--- src/rtl/cmd_bus_arbiter_if.sv ---
// Handshake bundle between the command arbiter, its requesters and cmd_proc.
// The arbiter takes the slave side; requesters and cmd_proc drive the master side.
interface cmd_bus_arbiter_if #(
  parameter int NUM_REQ = 3
);
  logic [NUM_REQ-1:0][15:0] cmd_in;
  logic [NUM_REQ-1:0]       cmd_rdy_in;
  logic [NUM_REQ-1:0]       lock_req;
  logic [NUM_REQ-1:0]       clr_cmd_rdy_out;
  logic [NUM_REQ-1:0]       done;
  logic [15:0]              cmd;
  logic                     cmd_rdy;
  logic                     clr_cmd_rdy;
  logic                     send_resp;
  logic [NUM_REQ-1:0]       grant;
  logic                     busy;
  logic                     timeout;

  modport slave (
    input  cmd_in, cmd_rdy_in, lock_req, clr_cmd_rdy, send_resp,
    output clr_cmd_rdy_out, done, cmd, cmd_rdy, grant, busy, timeout
  );

  modport master (
    output cmd_in, cmd_rdy_in, lock_req, clr_cmd_rdy, send_resp,
    input  clr_cmd_rdy_out, done, cmd, cmd_rdy, grant, busy, timeout
  );
endinterface

--- src/rtl/cmd_bus_arbiter.sv ---
// Round-robin arbiter sharing the single cmd_proc command port among requesters,
// with per-owner bus lock and a watchdog that frees the bus from a stalled command.
module cmd_bus_arbiter #(
  parameter int NUM_REQ     = 3,
  parameter int TIMEOUT_CYC = 1 << 26
) (
  input logic             clk,
  input logic             rst,
  cmd_bus_arbiter_if.slave bus
);
  localparam int CW = $clog2(TIMEOUT_CYC);

  typedef enum logic [1:0] {IDLE, ISSUE, BUSY, LOCKED} state_t;

  state_t             state;
  logic [1:0]         last;
  logic [CW-1:0]      wd_cnt;
  logic [15:0]        cmd_q;
  logic [NUM_REQ-1:0] grant_q;
  logic               cmd_rdy_q;
  logic               busy_q;
  logic               timeout_q;
  logic               wd_expire;
  logic               ack_fire;
  logic               resp_fire;
  logic [1:0]         win;

  // Nearest set request after 'l' in circular order; scanning far-to-near lets the nearest overwrite.
  function automatic logic [1:0] rr_pick(input logic [1:0] l, input logic [NUM_REQ-1:0] r);
    logic [1:0] w;
    int         c;
    w = l;
    for (int k = NUM_REQ; k >= 1; k--) begin
      c = (int'(l) + k) % NUM_REQ;
      if (r[c]) w = 2'(c);
    end
    return w;
  endfunction

  assign win       = rr_pick(last, bus.cmd_rdy_in);
  assign wd_expire = (state != IDLE) && (wd_cnt == CW'(TIMEOUT_CYC - 1));
  // Handshakes are swallowed on the expiry cycle so a timeout never looks like a completion.
  assign ack_fire  = (state == ISSUE) && bus.clr_cmd_rdy && !wd_expire;
  assign resp_fire = (state == BUSY) && bus.send_resp && !wd_expire;

  assign bus.cmd     = cmd_q;
  assign bus.cmd_rdy = cmd_rdy_q;
  assign bus.grant   = grant_q;
  assign bus.busy    = busy_q;
  assign bus.timeout = timeout_q;

  for (genvar i = 0; i < NUM_REQ; i++) begin : g_lane
    assign bus.clr_cmd_rdy_out[i] = ack_fire & grant_q[i];
    assign bus.done[i]            = resp_fire & grant_q[i];
  end

  always_ff @(posedge clk) begin
    if (rst) begin
      state     <= IDLE;
      last      <= 2'd2;
      wd_cnt    <= '0;
      cmd_q     <= '0;
      grant_q   <= '0;
      cmd_rdy_q <= 1'b0;
      busy_q    <= 1'b0;
      timeout_q <= 1'b0;
    end else begin
      timeout_q <= 1'b0;
      if (wd_expire) begin
        // last is kept so the stalled owner drops to lowest priority.
        state     <= IDLE;
        wd_cnt    <= '0;
        grant_q   <= '0;
        cmd_rdy_q <= 1'b0;
        busy_q    <= 1'b0;
        timeout_q <= 1'b1;
      end else begin
        wd_cnt <= (state == IDLE) ? '0 : wd_cnt + 1'b1;
        case (state)
          IDLE: begin
            if (|bus.cmd_rdy_in) begin
              grant_q   <= NUM_REQ'(1) << win;
              cmd_q     <= bus.cmd_in[win];
              last      <= win;
              cmd_rdy_q <= 1'b1;
              busy_q    <= 1'b1;
              state     <= ISSUE;
            end
          end
          ISSUE: begin
            if (bus.clr_cmd_rdy) begin
              cmd_rdy_q <= 1'b0;
              wd_cnt    <= '0;
              state     <= BUSY;
            end
          end
          BUSY: begin
            if (bus.send_resp) begin
              wd_cnt <= '0;
              if (|(bus.lock_req & grant_q)) begin
                state <= LOCKED;
              end else begin
                grant_q <= '0;
                busy_q  <= 1'b0;
                state   <= IDLE;
              end
            end
          end
          LOCKED: begin
            // last always names the owner here; a pending command outranks lock release.
            if (bus.cmd_rdy_in[last]) begin
              cmd_q     <= bus.cmd_in[last];
              cmd_rdy_q <= 1'b1;
              wd_cnt    <= '0;
              state     <= ISSUE;
            end else if (!bus.lock_req[last]) begin
              grant_q <= '0;
              busy_q  <= 1'b0;
              wd_cnt  <= '0;
              state   <= IDLE;
            end
          end
          default: state <= IDLE;
        endcase
      end
    end
  end
endmodule

--- src/flat_wrapper.sv ---
// flat-port wrapper written by rule: the top's interface ports become plain ports
module cmd_bus_arbiter_flat 
#(
  parameter int NUM_REQ     = 3,
  parameter int TIMEOUT_CYC = 1 << 26
)
  (clk, rst, bus_cmd_in, bus_cmd_rdy_in, bus_lock_req, bus_clr_cmd_rdy, bus_send_resp, bus_clr_cmd_rdy_out, bus_done, bus_cmd, bus_cmd_rdy, bus_grant, bus_busy, bus_timeout);
  cmd_bus_arbiter_if #(.NUM_REQ(NUM_REQ)) bus_i ();
  input logic clk;
  input logic rst;
  input wire logic [$bits(bus_i.cmd_in)-1:0] bus_cmd_in;
  input wire logic [$bits(bus_i.cmd_rdy_in)-1:0] bus_cmd_rdy_in;
  input wire logic [$bits(bus_i.lock_req)-1:0] bus_lock_req;
  input wire logic [$bits(bus_i.clr_cmd_rdy)-1:0] bus_clr_cmd_rdy;
  input wire logic [$bits(bus_i.send_resp)-1:0] bus_send_resp;
  output wire logic [$bits(bus_i.clr_cmd_rdy_out)-1:0] bus_clr_cmd_rdy_out;
  output wire logic [$bits(bus_i.done)-1:0] bus_done;
  output wire logic [$bits(bus_i.cmd)-1:0] bus_cmd;
  output wire logic [$bits(bus_i.cmd_rdy)-1:0] bus_cmd_rdy;
  output wire logic [$bits(bus_i.grant)-1:0] bus_grant;
  output wire logic [$bits(bus_i.busy)-1:0] bus_busy;
  output wire logic [$bits(bus_i.timeout)-1:0] bus_timeout;
  assign bus_i.cmd_in = bus_cmd_in;
  assign bus_i.cmd_rdy_in = bus_cmd_rdy_in;
  assign bus_i.lock_req = bus_lock_req;
  assign bus_i.clr_cmd_rdy = bus_clr_cmd_rdy;
  assign bus_i.send_resp = bus_send_resp;
  assign bus_clr_cmd_rdy_out = bus_i.clr_cmd_rdy_out;
  assign bus_done = bus_i.done;
  assign bus_cmd = bus_i.cmd;
  assign bus_cmd_rdy = bus_i.cmd_rdy;
  assign bus_grant = bus_i.grant;
  assign bus_busy = bus_i.busy;
  assign bus_timeout = bus_i.timeout;
  cmd_bus_arbiter #(.NUM_REQ(NUM_REQ), .TIMEOUT_CYC(TIMEOUT_CYC)) u_core (.clk(clk), .rst(rst), .bus(bus_i));
endmodule
--- config.mk ---
export PLATFORM = sky130hd
export DESIGN_NAME = cmd_bus_arbiter_flat
export DESIGN_NICKNAME = d
export VERILOG_FILES = /design/src/rtl/cmd_bus_arbiter_if.sv /design/src/rtl/cmd_bus_arbiter.sv /design/src/flat_wrapper.sv
export SDC_FILE = /design/constraint.sdc
export NUM_CORES = 1
export LEC_CHECK = 0
export CAP_MARGIN = 30
export CORE_UTILIZATION = 42
export CTS_CLUSTER_SIZE = 28
export DETAILED_ROUTE_END_ITERATION = 8
export GPL_TIMING_DRIVEN = 0
export PLACE_DENSITY = 0.78
export SYNTH_ARGS = -nofsm -noshare
export SYNTH_HDL_FRONTEND = slang
export SYNTH_SLANG_ARGS = --single-unit
--- constraint.sdc ---
create_clock -name clk -period 3 [get_ports clk]
set_input_delay 0.6 -clock clk [delete_from_list [all_inputs] [get_ports clk]]
set_output_delay 0.6 -clock clk [all_outputs]
set_load 0.01 [all_outputs]
==> run summary <==
status: completed
Switch Pwr: 0.00137 W
Clk pwr share: 0.132
CP required: 2.40 ns
area delta synth->final: 31.7%
VDD IR max: 387 uV
Seq/Total Area, Yosys: 0.301
multiplexer area fraction after synthesis: 0.105
grt ovf: 0
Total Wirelength: 9060 um
RR Endpoint: u_core.bus.cmd[12]$_SDFFE_PP0P_
Final setup viols: 0
Simple-Gate Fraction of Synth Area: 0.230
drt drc: 0
largest family of logic cells by synthesized area: simple AND/OR/NAND/NOR gates
Final Hold Vio Count: 0
die extent in y: 92.8 um
DR vias: 3348
placed cell areas: 0.00441 mm^2
latest clock arrival within the worst-skew pair: 0.31 ns
clock sink count: 52
CP endpoint kind: output pin
Post-synth EDFFs: 0
Core Area: 0.00785 mm^2
Total GRT Usage: 0.210
Post-Syn Nets: 476
# diodes: 0
mapped cell area: 0.00346 mm^2
largest net degree at the start of global routing: 17
WS Path Type: flop to output pin
switching power share of the total: 0.422
Clock transition at path regs: 0.09 ns
sequential power share: 0.280
Ports: 86
synth unique cells: 62
Die Width: 92.8 um
CP startpoint kind: flop
Wirelength per Cell: 15.0 um
CP max stage cell: clkdlybuf4s50_1
Seq cells post-synth: 52
worst path arrival time: 2.26 ns
CP Cell Sequence: ha_2 > nand4_1 > nor3_2 > nand4b_4 > nor2b_1 > and2_1 > clkdlybuf4s50_1
post-route ant nets: 0
Synth async-reset ratio: 0
Compound-Gate Fraction of Synth Area: 0.178
Slew Viols, Final: 0
Critical Path End: bus_done[1]
die area: 0.00861 mm^2
htree depth: 2
Site Rows: 32
IO buf count: 82
final worst path period share: 0.954
Area contributors post-synth: dfxtp_1 30%, mux2i_1 9.8%, nor2_1 5.5%
R2R Setup Slk: 0.43 ns
vias per cell: 5.54
fraction of the mapped netlist area in adder cells: 0.0289
yosys synthesis warning count: 0
post-synthesis xor/xnor area fraction: 0.0607
Syn Area/Cell: 8.44 um^2
RR Startpoint: u_core.last[0]$_SDFFE_PP0P_
max_cap viols: 0
Power, Total: 0.00324 W
Slew headroom: 0.558
Post-synth top flop: dfxtp_1
Hold-fix buffers, CTS: 0
top cell type's share of synthesized area: 0.301
first-pass GRT wire length: 14800 um
FF-to-FF path depth: 10
DR iter-0 viols: 128
CTS max path bufs: 2
nets: 567
TritonCTS clock tree: yes
cell taking the most area after synthesis: dfxtp_1
Int Power: 0.00187 W
Initial Utilization: 0.441
PD cells: 710 mW/mm^2
DPL Wire Length: 6690 um
min cycle time layout: 2.86 ns
initial antenna violation count: 0
number of global-route vias before repair: 3287
root buf cell: clkbuf_8
worst-path fanout max: 4
post-layout util: 0.581
CTS Buf Count: 5
Clock Skew: 0.00930 ns
P_leak: 1.79 nW
GPL Wtd Cong: 0.809
worst hold slack: 0.440 ns
dpl ws: 0.0464 ns
Largest stage delay, worst path: 0.47 ns
Worst Tran Pin Value: 0.657 ns
Fmax achieved: 349 MHz
drt first pass iters: 4
Logic pwr share: 0.588
cell area after layout: 0.00456 mm^2
worst setup margin: 0.137 ns
Min-Delay Path Class: flop to flop
layout cells sized above 1: 0.124
Post-Syn Instances: 410
CP startpoint: u_core.wd_cnt[0]$_SDFF_PP0_
[routing by layer]
layer | GRT usage | part of all wire
met1 | 0.268 | 0.44
met2 | 0.360 | 0.50
met3 | 0.0328 | 0.047
met4 | 0.0654 | 0.016
met5 | 0 | 0
[registers in the layout, summed over array words and instances (netlist names)]
signal and flops:
u_core.last 2, u_core.bus.grant 3, u_core.bus.cmd_rdy 1, u_core.bus.timeout 1, u_core.state 2, u_core.bus.cmd 16
u_core.wd_cnt 26, u_core.bus.busy 1
[repair_timing]
| action | 4_1_cts | 5_1_grt |
|---|---|---|
| setup endpoints to repair | 6 | 6 |
| pin swaps | 1 | 2 |
| gates resized for setup | 7 | 8 |
| cloned | 0 | 0 |
| setup buffers | 1 | 1 |
[cells in the final DEF, fill, tap and decap left out, types with 4 or more instances in the layout]
master / n
a32oi_1: 4
xor2_1: 13
nor3_1: 6
dfxtp_2: 5
nand3_1: 10
a21oi_1: 22
buf_4: 5
nor2_4: 8
nor2_1: 51
nand4_1: 8
ha_1: 7
clkdlybuf4s50_1: 78
inv_1: 46
dfxtp_1: 46
o221ai_1: 16
buf_6: 5
buf_2: 8
clkbuf_1: 5
clkbuf_8: 6
mux2i_1: 34
dlymetal6s2s_1: 4
and2_1: 6
nand2_1: 22
o32a_1: 16
nor2b_1: 5
xnor2_1: 11
[layout make-up]
cell class,count,area (um^2)
fill,707,3290
multi-input combinational,289,2100
sequential,52,1050
timing repair buffer,84,846
inverter,46,173
buffer,23,163
tap,102,128
clock buffer,6,82.6
clock inverter,2,15.0
[cells by family (layout without fill, tap and decap cells)]
| logic type | after synthesis | in the layout |
|---|---|---|
| AND/OR/NAND/NOR | 141 | 141 |
| buffers and inverters | 69 | 161 |
| multiplexers | 36 | 36 |
| flip-flops | 52 | 52 |
| adder cells (fa/ha/maj) | 8 | 8 |
| AO/OA/AOI/OAI | 80 | 80 |
| XOR/XNOR | 24 | 24 |
[worst min path at each step]
stage	start	to	slack, ns	cells after the start
floorplan	u_core.wd_cnt[0]$_SDFF_PP0_	u_core.wd_cnt[0]$_SDFF_PP0_	0.44	1
global placement	u_core.wd_cnt[0]$_SDFF_PP0_	u_core.wd_cnt[0]$_SDFF_PP0_	0.46	1
detailed placement	u_core.wd_cnt[0]$_SDFF_PP0_	u_core.wd_cnt[0]$_SDFF_PP0_	0.46	1
CTS	u_core.wd_cnt[0]$_SDFF_PP0_	u_core.wd_cnt[0]$_SDFF_PP0_	0.49	1
global route	u_core.wd_cnt[0]$_SDFF_PP0_	u_core.wd_cnt[0]$_SDFF_PP0_	0.46	1
finish	u_core.wd_cnt[0]$_SDFF_PP0_	u_core.wd_cnt[0]$_SDFF_PP0_	0.44	1
[worst max-delay path: cells and delay by family, from the launching register on]
kind / cells / cell delay (ns)
flops: 1 / 0.38
simple gates: 5 / 0.92
fa+ha+maj: 1 / 0.21
buf+inv: 1 / 0.47
[power groups by stage]
stage	sequential, W	clock [W]	combinational, W
floorplan	0.000932	0	0.00130
global placement	0.000908	0	0.00184
detailed placement	0.000913	0	0.00187
CTS	0.000902	0.000437	0.00188
global route	0.000920	0.000472	0.00207
finish	0.000906	0.000427	0.00191
[stage by stage]
step           setup TNS [ns]  std cells
3_3_place_gp                0        594
2_1_floorplan               0        410
5_1_grt             -0.000464        604
3_5_place_dp                0        594
6_report                    0        604
4_1_cts                     0        603
[cell usage after synthesis (2+ instances only)]
master / instances
nor3_1: 7
buf_4: 3
nor2_1: 51
nor2_4: 8
a22oi_1: 2
nand4_1: 8
ha_1: 8
xor2_1: 13
mux2_2: 2
o32a_1: 16
clkbuf_1: 5
a211oi_1: 2
nor2_2: 2
buf_2: 8
o221ai_1: 16
a21oi_1: 22
nand2_1: 22
o22ai_1: 3
buf_6: 5
nand2b_1: 3
nand3_1: 10
mux2i_1: 34
a32oi_1: 4
xnor2_1: 11
nor4_2: 2
and2_1: 6
inv_1: 46
o21ai_0: 2
dfxtp_1: 52
nor2b_1: 5
(Power assumes the default switching activity.)
